File: src/rtl/instr_dispatch.sv
`default_nettype none
// ============================================================================
// instr_dispatch : pops 80-bit instructions from a FWFT FIFO and issues them
// to the weight / matmul / activation units, with SYNC barrier support.
// Optional perf counters are enabled by defining DISPATCH_PERF_CNT_EN.
// Revision: 1.0
// ============================================================================
module instr_dispatch #(
  parameter int PERF_CNT_WIDTH = 32
) (
  input  logic        clk,
  input  logic        rst,
  input  logic        run,
  input  logic [79:0] instr_in,
  input  logic        instr_empty,
  output logic        instr_next_en,
  output logic [79:0] instr_out,
  output logic        weight_en,
  input  logic        weight_busy,
  output logic        matmul_en,
  input  logic        matmul_busy,
  output logic        act_en,
  input  logic        act_busy,
  output logic        synchronize,
  output logic        illegal_op,
  output logic        idle
`ifdef DISPATCH_PERF_CNT_EN
  ,
  output logic [PERF_CNT_WIDTH-1:0] instr_count,
  output logic [PERF_CNT_WIDTH-1:0] stall_count
`endif
);

  localparam logic [7:0] OP_NOP    = 8'h00;
  localparam logic [7:0] OP_WEIGHT = 8'h08;
  localparam logic [6:0] OP_MATMUL = 7'h10;
  localparam logic [7:0] OP_ACT    = 8'hA0;
  localparam logic [7:0] OP_SYNC   = 8'hFF;

  typedef enum logic [0:0] {
    FETCH     = 1'b0,
    SYNC_WAIT = 1'b1
  } state_t;

  state_t state, state_next;

  logic [7:0] opcode;
  logic is_nop, is_weight, is_matmul, is_act, is_sync, is_illegal;
  logic busy_eff_w, busy_eff_m, busy_eff_a, all_clear, blocked;

  assign opcode     = instr_in[79:72];
  assign is_nop     = (opcode == OP_NOP);
  assign is_weight  = (opcode == OP_WEIGHT);
  assign is_matmul  = (opcode[7:1] == OP_MATMUL);
  assign is_act     = (opcode == OP_ACT);
  assign is_sync    = (opcode == OP_SYNC);
  assign is_illegal = ~(is_nop | is_weight | is_matmul | is_act | is_sync);

  // The en term covers the cycle before a unit's own busy flag rises.
  assign busy_eff_w = weight_busy | weight_en;
  assign busy_eff_m = matmul_busy | matmul_en;
  assign busy_eff_a = act_busy    | act_en;
  assign all_clear  = ~(busy_eff_w | busy_eff_m | busy_eff_a);

  assign blocked = (is_weight & busy_eff_w) | (is_matmul & busy_eff_m) |
                   (is_act & busy_eff_a);

  assign instr_next_en = (state == FETCH) & run & ~instr_empty & ~blocked;

  assign idle = (state == FETCH) & ~weight_en & ~matmul_en & ~act_en &
                ~weight_busy & ~matmul_busy & ~act_busy;

  always_ff @(posedge clk or posedge rst) begin
    if (rst) state <= FETCH;
    else     state <= state_next;
  end

  always_comb begin
    state_next = state;
    case (state)
      FETCH:     if (instr_next_en && is_sync) state_next = SYNC_WAIT;
      SYNC_WAIT: if (all_clear)                state_next = FETCH;
      default:                                 state_next = FETCH;
    endcase
  end

  always_ff @(posedge clk or posedge rst) begin
    if (rst) begin
      instr_out   <= '0;
      weight_en   <= 1'b0;
      matmul_en   <= 1'b0;
      act_en      <= 1'b0;
      synchronize <= 1'b0;
      illegal_op  <= 1'b0;
    end else begin
      weight_en   <= instr_next_en & is_weight;
      matmul_en   <= instr_next_en & is_matmul;
      act_en      <= instr_next_en & is_act;
      synchronize <= (state == SYNC_WAIT) & all_clear;
      if (instr_next_en) instr_out <= instr_in;
      if (instr_next_en && is_illegal) illegal_op <= 1'b1;
    end
  end

`ifdef DISPATCH_PERF_CNT_EN
  // A stall is a cycle where work is available and allowed but not popped.
  always_ff @(posedge clk or posedge rst) begin
    if (rst) begin
      instr_count <= '0;
      stall_count <= '0;
    end else begin
      if (instr_next_en) instr_count <= instr_count + 1'b1;
      if (run && !instr_empty && !instr_next_en) stall_count <= stall_count + 1'b1;
    end
  end
`endif

endmodule
`default_nettype wire

File: config.mk
export PLATFORM = sky130hd
export DESIGN_NAME = instr_dispatch
export DESIGN_NICKNAME = d
export VERILOG_FILES = /design/src/rtl/instr_dispatch.sv
export SDC_FILE = /design/constraint.sdc
export NUM_CORES = 1
export LEC_CHECK = 0
export BUFFER_PORTS_ARGS = -buffer_cell sky130_fd_sc_hd__buf_2
export CAP_MARGIN = 0
export CORE_MARGIN = 3
export CORE_UTILIZATION = 35
export CTS_CLUSTER_SIZE = 10
export DETAILED_ROUTE_END_ITERATION = 8
export PLACE_DENSITY = 0.66
export SETUP_SLACK_MARGIN = 0.05
export SYNTH_ARGS = -nofsm -noshare
export SYNTH_HDL_FRONTEND = slang
export SYNTH_SLANG_ARGS = --single-unit
File: constraint.sdc
create_clock -name clk -period 2.5 [get_ports clk]
set_input_delay 0.25 -clock clk [delete_from_list [all_inputs] [get_ports clk]]
set_output_delay 0.25 -clock clk [all_outputs]
set_load 0.005 [all_outputs]
**Word-level counts from Yosys, hierarchy flattened**

Cells that the tools add are included.

- Reduce and logical (&&, ||, !) cells: 3
- Equality and inequality tests: 4
- Mux-type cells: 3
- Bitwise operators: 38

Operators by type and width:

| kind | count |
|---|---|
| $and A1 B1 Y1 | 16 |
| $eq A8 B8 Y1 const B | 2 |
| $not A1 Y1 | 11 |
| $or A1 B1 Y1 | 11 |
| $eq A8 B4 Y1 const B | 1 |
| $logic_not A8 Y1 | 1 |
| $eq A7 B5 Y1 const B | 1 |
| $logic_and A1 B1 Y1 | 2 |
| $mux W1 | 2 |
| $pmux W1 S2 | 1 |

- Flip-flop bits (word level): 86
- Output and inout bits: 87
- Bits of input ports: 87
- Logic and storage cells: 55

**Depth between registers and ports, before layout**

- Depth in word-level cells: 9
- Gate-level depth with buffers: 7
- Depth with buffers taken out: 5

**Worst setup path after synthesis**

OpenSTA, ideal clock, no wires.

- Path kind: register to register
- Start: register matmul_en
- End: register instr_out[10]
- Period minus slack after synthesis: 1.822 ns
- Arrival: 1.697 ns
- Path slack: 0.678 ns
- Required time: 2.375 ns
- Cell stages (with the launch flop): 8
- Path buffers: 2
- Setup time: 0.125 ns
- Cells stage by stage: dfrtp_1 -> or3_1 -> o2111ai_2 -> nand3_4 -> inv_2 -> buf_6 -> buf_6 -> mux2_4

- Cells in the longest elaborated chain, start to end: 6

RTL lines:

| element | RTL line | source |
|---|---|---|
| from (decl) | 20 | `output logic matmul_en,` |
| from (signal assigned) | 97 | `matmul_en <= instr_next_en & is_matmul;` |
| $or A1 B1 Y1 | 61 | `assign busy_eff_m = matmul_busy \| matmul_en;` |
| $and A1 B1 Y1 | 65 | `assign blocked = (is_weight & busy_eff_w) \| (is_matmul & busy_eff_m) \|` |
| $or A1 B1 Y1 (2 in a row) | 65 |  |
| $not A1 Y1 | 68 | `assign instr_next_en = (state == FETCH) & run & ~instr_empty & ~blocked;` |
| $and A1 B1 Y1 | 68 |  |
| to (signal assigned) | 100 | `if (instr_next_en) instr_out <= instr_in;` |
| to (decl) | 17 | `output logic [79:0] instr_out,` |

No other way between the ends.
A chain may end at the register's enable or synchronous reset.

**Final worst setup path**

- Start: register matmul_en
- End: output instr_next_en

- Cells in the longest elaborated chain, start to end: 6

RTL lines:

| element | RTL line | source |
|---|---|---|
| $or A1 B1 Y1 | 61 |  |
| $and A1 B1 Y1 | 65 |  |
| $or A1 B1 Y1 (2 in a row) | 65 |  |
| $not A1 Y1 | 68 |  |
| $and A1 B1 Y1 | 68 |  |
| to (decl) | 16 | `output logic instr_next_en,` |

No other way between the ends.

==> results.toml <==
[run_status]
status = "finished, final reports clean"

[floorplanning]
pin_count = 174
die_x_um = 106
die_h_um = 106
die-area_mm2 = 0.0112
rows = 35
start_util = 0.370
core_area_mm2 = 0.00946

[worst_setup_path]
startpoint_type = "flip-flop"
cp_max_fo = 34
worstSetupEndpointType = "primary output"
worstPathRequired_ps = 2250
path_class = "flip-flop to primary output"
critPathArrivalTime_ps = 1940

[sta]
hold_viol_final = 0
rsz0062_at_grt = "false"
finClkSkew_ps = 10.4
fin_setup_tns_ps = 0
slew_violations = 0
period_minus_slack_ps = 2190
slew_headroom = 0.690
max_freq_mhz = 456
fin_crit_sh = 0.877
worst_pin_slew_ps = 465
setup_violations = 0

[cells_and_area]
drive_gt1_frac = 0.677
antenna_cells = 0
filler_cell_count = 865
area_growth_pct = 36.1
final_nets = 476

[routing]
ant_nets = 0
num_vias = 2370
drtPass1Iterations = 4
drtIter0Drc = 109
totalWireLength_um = 7920
wl_per_cell_um = 15.2
routed_via_density = 4.54
drc = 0

[synth]
ys_warn_count = 0
syn_area_per_cell_um2 = 16.6
synth_mux_area_frac = 0.285
yosysSeqAreaShare = 0.616
synth_area_leaders = "dfrtp_1 62%, mux2_4 17%, mux2_2 9.3%"
synth_flop_cell = "dfrtp_1"
ys_ff_latch = 86
synth_top_cell_by_area = "dfrtp_1"
synth_compound_area_frac = 0.0240
synth_commonest_cells = "86 x dfrtp_1, 40 x mux2_4, 29 x mux2_2"
synth-edff-count = 0
synth_top_family_by_area = "multiplexers"
synth_xor_xnor_area_share = 0
synth_nets = 297
syn-cell-area_mm2 = 0.00350
synth_top_area_share = 0.616
synth.distinct_cells = 27
synthAdderAreaFrac = 0
synth_cells = 210
yosysMostFrequentCell = "dfrtp_1"
synthSimpleGateAreaFrac = 0.0523
synthArstFlopShare = 1.00

[global_routing]
antenna_found_initial = 0
grt_pass1_wl_um = 12900
grt_pass1_vias = 2493
grt_overflow = 0
track_usage = 0.144
grt_max_degree = 87

[clocking]
clockBufferDepth = 2
cts-root-buf = "clkbuf_8"
clkTransAtPathRegs_ps = 80
cts_tree = "yes"
clkLatencyLatePin_ps = 340
h-tree-depth = 3
clock-sinks = 86
numCtsBuffers = 9

[pwr]
peakVddDrop_uv = 308
p_per_area_mw_per_mm2 = 732
total_power_mw = 3.48
p_leak_nw = 2.40

[run]
maxCapViolCount = 0

[placed_design]
gp_congestion = 0.884
dp_hpwl_um = 5760
port_buffers = 173

[hold_path]
hp-class = "primary input to asynchronous set/reset pin"
==> routing by layer <==
layer	share of wire	global-route usage	wire, um
met1	0.42	0.192	3320
met2	0.48	0.220	3810
met3	0.089	0.0480	701
met4	0.011	0.0509	86
met5	0	0	0
==> path summary, 6_finish.rpt <==
path                       slack, ps                        end  cells past startpoint                 startpoint
setup / recovery                 310              instr_next_en                      6        matmul_en$_DFF_PP0_
hold / removal                    10  instr_out[74]$_DFFE_PP0P_                      3                        rst
setup reg to reg                 490  instr_out[55]$_DFFE_PP0P_                      6        matmul_en$_DFF_PP0_
hold reg to reg                  490  instr_out[66]$_DFFE_PP0P_                      1  instr_out[66]$_DFFE_PP0P_
max in group asynchronous       2100  instr_out[68]$_DFFE_PP0P_                      3                        rst
min in group clk                 130  instr_out[34]$_DFFE_PP0P_                      2               instr_in[34]
==> registers in the layout (all words and copies together), names as in the netlist <==
signal / cells
matmul_en: 1
weight_en: 1
state: 1
act_en: 1
illegal_op: 1
instr_out: 80
synchronize: 1
==> final cells by class <==
| class | instances | area, um^2 | share of cell area |
|---|---|---|---|
| Multi-Input combinational cell | 113 | 1270 | 0.266 |
| Sequential cell | 86 | 2150 | 0.452 |
| Clock buffer | 11 | 141 | 0.0297 |
| Tap cell | 129 | 161 | 0.0339 |
| Inverter | 3 | 16.3 | 0.00342 |
| Timing Repair Buffer | 176 | 926 | 0.195 |
| Clock inverter | 4 | 95.1 | 0.0200 |
==> what timing repair did <==
action | CTS | global route
buffers inserted | 0 | 0
hold buffers | 0 | 0
endpoints found under the setup margin | 0 | 1
gates resized for setup | 0 | 1
==> layout by cell type, fill, tap and decap left out <==
master,synthesis,final
buf_2,3,173
dfrtp_1,86,86
mux2_4,40,40
mux2_2,29,29
clkbuf_8,0,10
nor2_1,6,6
mux2_1,6,6
a22o_1,5,5
nand2_1,5,5
and3_1,3,3
bufinv_16,0,3
buf_12,0,3
nor4b_2,2,2
or3_1,2,2
clkinv_2,0,2
nor4_1,2,2
nand3_1,2,2
nor3b_2,0,1
nand4b_1,1,1
inv_1,2,1
o21ba_1,1,1
o2111ai_2,1,1
nand3_4,1,1
and2_0,1,1
nor3_1,1,1
and2_1,1,1
nand4_1,1,1
o21ai_0,1,1
clkinvlp_4,0,1
a41o_1,1,1
clkbuf_1,0,1
==> worst max-delay path: stages (launching register included) <==
cell and delay [ps]:
dfrtp_1 410, or3_1 380, o2111ai_2 120, nand3_4 160
clkinv_2 130, buf_12 220, buf_2 160
==> report_power, final <==
group | switching [mW] | internal (mW) | leakage [nW]
logic | 0.248 | 0.401 | 1.26
registers | 0.103 | 1.58 | 1.02
clock network | 0.463 | 0.685 | 0.119
total | 0.814 | 2.67 | 2.40
==> stage by stage <==
step | util | instances | hold WS (ps) | instance area (um^2) | worst slack, ps
after CTS | 0.503 | 522 | 34.5 | 4750 | 144
after global placement | 0.478 | 507 | 414 | 4520 | 534
after detailed placement | 0.478 | 507 | 424 | 4520 | 381
final | 0.503 | 522 | 10.8 | 4760 | 307
after global routing | 0.503 | 522 | 36.3 | 4760 | 207
after floorplan | - | 210 | 385 | 3500 | 678
==> kinds of logic after synthesis <==
logic type,count (synthesis)
buf+inv,11
flops,86
mux,75
compound gates,9
simple gates,29
Power figures use the tool's default switching activity.
